File: src/rtl/demux_16_4outputs_buf_pkg.sv
// Shared constants and types for the 4-lane word demultiplexer with bundle buffer.
package demux_16_4outputs_buf_pkg;

  localparam int DEMUX_WIDTH = 16;
  localparam int DEMUX_LANES = 4;

  // FILL collects words into lanes; FULL presents the completed bundle.
  typedef enum logic {
    FILL = 1'b0,
    FULL = 1'b1
  } state_t;

  typedef logic [1:0] lane_t;

endpackage

File: src/rtl/demux_lane_reg.sv
// One lane of bundle storage: WIDTH-bit register with write enable, cleared by reset.
module demux_lane_reg #(
  parameter int WIDTH = 16
) (
  input  logic             clk,
  input  logic             reset,
  input  logic             we,
  input  logic [WIDTH-1:0] d,
  output logic [WIDTH-1:0] q
);

  // Capture the word when this lane is selected; otherwise hold.
  always_ff @(posedge clk or posedge reset) begin
    if (reset) begin
      q <= '0;
    end else if (we) begin
      q <= d;
    end
  end

endmodule

File: src/rtl/demux_16_4outputs_buf.sv
// Distributes incoming words across four registered lanes, either round-robin
// or by explicit lane select, and presents them as one bundle once every lane
// has been written. The bundle is held until the consumer acknowledges it.
module demux_16_4outputs_buf
  import demux_16_4outputs_buf_pkg::*;
#(
  parameter int WIDTH = DEMUX_WIDTH,
  parameter int LANES = DEMUX_LANES
) (
  input  logic             clk,
  input  logic             reset,
  input  logic [WIDTH-1:0] in_data,
  input  logic             in_valid,
  output logic             in_ready,
  input  logic             sel_mode,
  input  logic [1:0]       sel,
  output logic [WIDTH-1:0] out0,
  output logic [WIDTH-1:0] out1,
  output logic [WIDTH-1:0] out2,
  output logic [WIDTH-1:0] out3,
  output logic             out_valid,
  input  logic             out_ack,
  output logic [3:0]       filled
);

  state_t             state;
  lane_t              ptr;
  logic [LANES-1:0]   filled_r;
  logic [LANES-1:0]   we;
  logic [LANES-1:0]   filled_nxt;
  logic               in_ready_r;
  logic               out_valid_r;
  logic               accept;
  lane_t              lane;
  logic [WIDTH-1:0]   lane_q [LANES];

  // in_ready is a registered flag, additionally masked while reset is held
  // so the block never advertises readiness during reset.
  assign in_ready  = in_ready_r & ~reset;
  assign out_valid = out_valid_r;
  assign filled    = filled_r;

  assign accept = in_valid & in_ready;
  assign lane   = sel_mode ? sel : ptr;

  // Select which lane, if any, captures the incoming word this cycle.
  always_comb begin
    we = '0;
    if (accept) begin
      for (int n = 0; n < LANES; n++) begin
        we[n] = (lane == lane_t'(n));
      end
    end
  end

  // Rewriting an already-filled lane leaves the set of filled bits unchanged.
  assign filled_nxt = filled_r | we;

  for (genvar n = 0; n < LANES; n++) begin : g_lane
    demux_lane_reg #(
      .WIDTH(WIDTH)
    ) u_lane (
      .clk  (clk),
      .reset(reset),
      .we   (we[n]),
      .d    (in_data),
      .q    (lane_q[n])
    );
  end

  assign out0 = lane_q[0];
  assign out1 = lane_q[1];
  assign out2 = lane_q[2];
  assign out3 = lane_q[3];

  // Bundle state machine: fill lanes, go FULL on the completing write, and
  // return to FILL on acknowledge with lane data retained.
  always_ff @(posedge clk or posedge reset) begin
    if (reset) begin
      state       <= FILL;
      ptr         <= '0;
      filled_r    <= '0;
      in_ready_r  <= 1'b1;
      out_valid_r <= 1'b0;
    end else begin
      case (state)
        FILL: begin
          if (accept) begin
            filled_r <= filled_nxt;
            if (!sel_mode) begin
              ptr <= ptr + lane_t'(1);
            end
            if (&filled_nxt) begin
              state       <= FULL;
              in_ready_r  <= 1'b0;
              out_valid_r <= 1'b1;
            end
          end
        end
        FULL: begin
          if (out_ack) begin
            state       <= FILL;
            ptr         <= '0;
            filled_r    <= '0;
            in_ready_r  <= 1'b1;
            out_valid_r <= 1'b0;
          end
        end
        default: begin
          state       <= FILL;
          in_ready_r  <= 1'b1;
          out_valid_r <= 1'b0;
        end
      endcase
    end
  end

endmodule

File: config.mk
export PLATFORM = sky130hd
export DESIGN_NAME = demux_16_4outputs_buf
export DESIGN_NICKNAME = d
export VERILOG_FILES = /design/src/rtl/demux_16_4outputs_buf_pkg.sv /design/src/rtl/demux_lane_reg.sv /design/src/rtl/demux_16_4outputs_buf.sv
export SDC_FILE = /design/constraint.sdc
export NUM_CORES = 1
export LEC_CHECK = 0
export ABC_AREA = 1
export BUFFER_PORTS_ARGS = -buffer_cell sky130_fd_sc_hd__buf_4
export CAP_MARGIN = 20
export CELL_PAD_IN_SITES_DETAIL_PLACEMENT = 1
export CELL_PAD_IN_SITES_GLOBAL_PLACEMENT = 1
export CORE_ASPECT_RATIO = 0.8
export CORE_MARGIN = 2
export CORE_UTILIZATION = 41
export CTS_CLUSTER_SIZE = 16
export DETAILED_ROUTE_END_ITERATION = 7
export PLACE_DENSITY = 0.8
export RECOVER_POWER = 50
export SETUP_SLACK_MARGIN = 0.15
export SYNTH_ARGS = -nofsm -noshare
export SYNTH_HDL_FRONTEND = slang
export SYNTH_HIERARCHICAL = 1
export SYNTH_SLANG_ARGS = --single-unit
File: constraint.sdc
create_clock -name clk -period 2.5 [get_ports clk]
set_clock_uncertainty 0.15 [all_clocks]
set_input_delay 0.25 -clock clk [delete_from_list [all_inputs] [get_ports clk]]
set_output_delay 0.25 -clock clk [all_outputs]
set_load 0.05 [all_outputs]
### Word level (Yosys, flattened, before mapping)

Index checks and enable logic that the tools add are counted.

| operators by class | value |
|---|---|
| bitwise logic cells | 5 |
| muxes and demuxes | 21 |
| add/subtract/negate cells | 1 |
| equality and inequality tests | 7 |
| reductions and logical operators | 5 |

Operators by type and width:

| kind | number |
|---|---|
| 4-bit two-way mux | 3 |
| 1-bit two-way mux | 9 |
| 2-bit two-way mux | 4 |
| 2-bit inequality test (second input constant) | 4 |
| 4-bit one-hot mux with 2 select lines | 1 |
| 1-bit one-hot mux with 2 select lines | 3 |
| 3-bit AND reduction | 2 |
| 2-bit equality test (second input constant) | 2 |
| 4-bit OR | 1 |
| 2-bit one-hot mux with 2 select lines | 1 |
| 4-bit AND reduction | 1 |
| 2-bit by 1-bit adder with 2-bit output (second input constant) | 1 |
| 1-bit AND | 2 |
| 2-bit by 1-bit equality test with 1-bit output (second input constant) | 1 |
| 2-bit logical NOT | 1 |
| 1-bit NOT | 2 |
| 2-bit AND reduction | 1 |

| word-level totals | value |
|---|---|
| input port bits | 23 |
| register bits after elaboration | 73 |
| word-level logic and storage cells | 48 |
| output and inout port bits | 70 |

### Logic depth before layout (Yosys ltp)

| logic depth | value |
|---|---|
| depth after elaboration | 9 |
| depth in mapped cells | 10 |
| mapped depth without buffers | 8 |

### Modules after synthesis

Netlist, hierarchy kept.

Modules (own cells, without submodules):

| module | sequential area each (sq um) | area an instance (sq um) | cells each | instances |
|---|---|---|---|---|
| demux_lane_reg | 400.4 | 648.1 | 69 | 4 |
| demux_16_4outputs_buf | 226.5 | 591.8 | 75 | 1 |

### Least setup slack after synthesis

No wires, ideal clock.

| timing | value |
|---|---|
| path type | flip-flop to flip-flop |
| from | reg in_ready_r |
| to | reg g_lane[0].u_lane.q[10] |
| stages on the path, launching flop included | 10 |
| clock period less this slack | 1.566 ns |
| buffers on the path | 2 |
| arrival | 1.297 ns |
| data required time | 2.231 ns |
| slack | 0.934 ns |
| library setup time | 0.119 ns |
| path through | dfstp_2 nand2_2 nor2_8 nand3_1 inv_1 buf_6 inv_6 buf_12 nand2_1 nand2_1 |

| on the way | value |
|---|---|
| cells in the longest elaborated chain, start to end | 3 |

RTL lines:

| what | RTL line | source |
|---|---|---|
| from (decl) | demux_16_4outputs_buf.sv:31 | `logic in_ready_r;` |
| from (signal assigned) | demux_16_4outputs_buf.sv:83 | `in_ready_r <= 1'b1;` |
| from (signal assigned) | demux_16_4outputs_buf.sv:95 | `in_ready_r <= 1'b0;` |
| from (signal assigned) | demux_16_4outputs_buf.sv:105 | `in_ready_r <= 1'b1;` |
| 1-bit AND | demux_16_4outputs_buf.sv:39 | `assign in_ready = in_ready_r & ~reset;` |
| 1-bit AND | demux_16_4outputs_buf.sv:43 | `assign accept = in_valid & in_ready;` |
| 4-bit two-way mux | demux_16_4outputs_buf.sv:49 | `if (accept) begin` |
| named net we[0] | demux_16_4outputs_buf.sv:29 | `logic [LANES-1:0] we;` |
| to (signal assigned) | demux_lane_reg.sv:15 | `q <= '0;` |
| to (signal assigned) | demux_lane_reg.sv:17 | `q <= d;` |
| to (decl) | demux_lane_reg.sv:9 | `output logic [WIDTH-1:0] q` |

The timed path passes the listed nets, and every way through them passes these cells.
A chain may end at the register's enable or synchronous reset.

### Final worst setup path

| timing | value |
|---|---|
| from | in reset |
| to | reg g_lane[0].u_lane.q[9] |

| on the way | value |
|---|---|
| cells in the longest elaborated chain, start to end | 4 |

RTL lines:

| what | RTL line | source |
|---|---|---|
| from (decl) | demux_16_4outputs_buf.sv:11 | `input logic reset,` |
| 1-bit NOT | demux_16_4outputs_buf.sv:39 |  |
| 1-bit AND | demux_16_4outputs_buf.sv:39 |  |
| 1-bit AND | demux_16_4outputs_buf.sv:43 |  |
| 4-bit two-way mux | demux_16_4outputs_buf.sv:49 |  |
| named net we[0] | demux_16_4outputs_buf.sv:29 |  |

The timed path passes the listed nets, and every way through them passes these cells.

==> results.txt <==
Leakage power - 2.262 nW
Final setup TNS - 0 ps
Crit-path cells - dlygate4sd3_1, clkbuf_1, inv_2, nand2_2, nor2_8, nand3_1, inv_1, buf_4, nand2_1, nand2_1
First-pass GRT wire length - 15.68 mm
CP top delay family - buffers and inverters
Routed len/inst - 16.84 um
Synth Warn # - 6
Resized cells post-CTS - 0
Unique masters post-synth - 22
Xor and xnor area share after synthesis - 0
Netlist Area Pre-Place - 3184 um2
Count leader, synth - nand2_1
Worst Path Buf+Inv - 5
Die Wd - 102.5 um
Starting density of the core - 0.4267
Slowest-stage cell, CP - dlygate4sd3_1
Post-Place Setup Slack - 560.7 ps
Clk root buf - clkbuf_8
Period utilization - 0.8902
CTS tree - done
Hold path cells - 3
H-Tree Depth - 3
Worst ir drop on vdd - 0.6453 mV
Final setup margin - 274.5 ps
Area growth from synthesis to layout - 28.17%
Post-DP HPWL - 7.010 mm
Hold Path Sink - g_lane[3].u_lane/q[0]
Most frequent cells after synthesis - nand2_1, dfrtp_1, nand2_2
Max Clock Freq - 449.3 MHz
Clk_lat worst skew - 360 ps
Post-synth ARST share - 1.000
Compound-Gate Fraction of Synth Area - 0.02318
RSZ-0062 raised after global routing - no
Die Ht - 82.83 um
# clock sinks - 73
Number of global-route vias before repair - 2952
Setup violators final - 0
Overall Global Routing Usage - 0.2439
Top cell by count, worst path - nand2_1
Setup Crit Path Kind - in -> reg
Reg2reg path depth - 7
Post-synthesis mux area share - 0
Total grt overflow - 0
Adder-Cell Fraction of Synth Area - 0
Post-synthesis sequential area ratio - 0.5741
Crit. End Element - register
Largest net degree at the start of global routing - 17
Num CTS Buffers - 9
Fin. Hold Viols - 0
Initial detailed-routing violation count - 105
Placement Rows - 28
Max cap viols - 0
R2R setup slack - 550 ps
Min cycle time layout - 2225 ps
Layout cells sized above 1 - 0.2677
Synthesized flop and latch total - 73
Largest family of logic cells by synthesized area - simple AND/OR/NAND/NOR gates
NumNets Final - 485
Req. time, crit path - 2660 ps
CP startpoint kind - input port
CP Max Fanout - 12
RD Place Congestion - 0.8142
CTS clk-pin slew, worst paths - 100 ps
Syn avg cell area - 9.072 um2
Setup bufs post-CTS - 0
R2r startpoint - in_ready_r
Synth top area share - 0.5658
Vias per cell - 4.719
Final WL - 9.630 mm
Fin. max-slew vios - 0
Top FF cell, synth - dfrtp_1
Syn Nets - 374
Initial antenna violation count - 0
Drt drc - 0
Crit path largest cell delay - 530 ps
ANT nets after route - 0
Critical Path AT - 2380 ps
Total number of vias - 2699
PwrDens - 1366 nW/um2
First drt pass iteration count - 4
Boundary pin count - 93
Max_slew headroom - 0.5332
Die ar. - 8492 um2
Mapped Cells - 351
Leading area contributor after synthesis - dfrtp_1
Hold Path Class - in -> reg
I/O Buffers - 92
Reg-to-reg critical path endpoint - g_lane[0].u_lane/q[9]
Hold-fix buffers at CTS - 16
Core area - 7462 um2
Worst-margin pin slew - 699.4 ps
Post-synth EDFFs - 0
Clock Path Buffers - 2
ANT cells - 0
Fraction of the mapped netlist area in simple logic gates - 0.3112
Synth top area cells - dfrtp_1, nand2_1, nand2_2, buf_6, buf_12
Hold_sp - in_data[0]
Outcome - complete, no violations
## per-stage QoR
stage               area (um2)  instances  hold slack [ps]  power (mW)  utilization
floorplan                 3184        351           -113.4       3.898            -
global placement          3866        540            48.51       4.814       0.5181
detailed placement        3866        540            56.96       4.880       0.5181
CTS                       4217        572            7.894       5.804       0.5651
global route              4081        572            12.29       5.837       0.5469
finish                    4081        572            16.41       5.576       0.5469
## where the power goes
| part | leakage (nW) | internal (mW) | switching, mW | total (mW) |
|---|---|---|---|---|
| combinational | 1.22 | 0.603 | 2.12 | 2.73 |
| clock | 0.0991 | 0.390 | 0.510 | 0.899 |
| sequential | 0.940 | 1.63 | 0.323 | 1.95 |
## state kept, by name, summed over array words and instances, names as in the netlist
| name | count |
|---|---|
| g_lane.u_lane/q | 64 |
| ptr | 2 |
| out_valid | 1 |
| state | 1 |
| in_ready_r | 1 |
| filled | 4 |
## worst reg2reg max path, cell delays in order (launching register included)
cell     delay [ps]
dfstp_2         560
nand2_2         100
nor2_8          140
nand3_1         180
inv_1           320
buf_4           260
nand2_1         110
nand2_1          80
## cell usage in the layout (no fill, tap or decap)
master / count
nand2_1: 188
dfrtp_1: 72
buf_4: 60
clkbuf_1: 36
nand2_2: 28
inv_1: 18
dlygate4sd3_1: 16
clkbuf_8: 9
inv_6: 8
a21oi_1: 6
inv_2: 5
nand3_2: 3
o21ai_2: 2
nor2_1: 2
nor2_2: 2
inv_8: 2
nor2_8: 1
nand3_1: 1
nand2_4: 1
o31ai_1: 1
nand4_1: 1
nand3_4: 1
o21bai_2: 1
o21a_1: 1
clkinv_4: 1
dfstp_2: 1
## worst max-delay path by stage
stage                                  end        from  cells after the start  slack [ps]
floorplan           g_lane[0].u_lane/q[10]  in_ready_r                      9         930
detailed placement   g_lane[0].u_lane/q[8]       reset                      9         560
global route         g_lane[0].u_lane/q[9]       reset                     10         150
finish               g_lane[0].u_lane/q[9]       reset                     10         270
global placement    g_lane[3].u_lane/q[11]       reset                      9         630
CTS                  g_lane[0].u_lane/q[8]       reset                     10         380
## final cells by class
cell class                 count  area [um2]
fill                         933        3381
sequential                    73        1828
multi-input combinational    239        1065
timing repair buffer         112       745.7
tap                          105       131.4
clock buffer                   9       123.9
inverter                      27       121.4
clock inverter                 7       66.31
## metal layers
| metal | wire [um] | GRT usage |
|---|---|---|
| met1 | 4538 | 0.3464 |
| met2 | 4455 | 0.3749 |
| met3 | 477 | 0.04966 |
| met4 | 159 | 0.07758 |
| met5 | 0 | 0 |
## cells by family after synthesis
family	after synthesis
AO/OA/AOI/OAI	11
AND/OR/NAND/NOR	228
buffers and inverters	39
flip-flops	73
No activity file was read; power rests on OpenSTA's default activity.
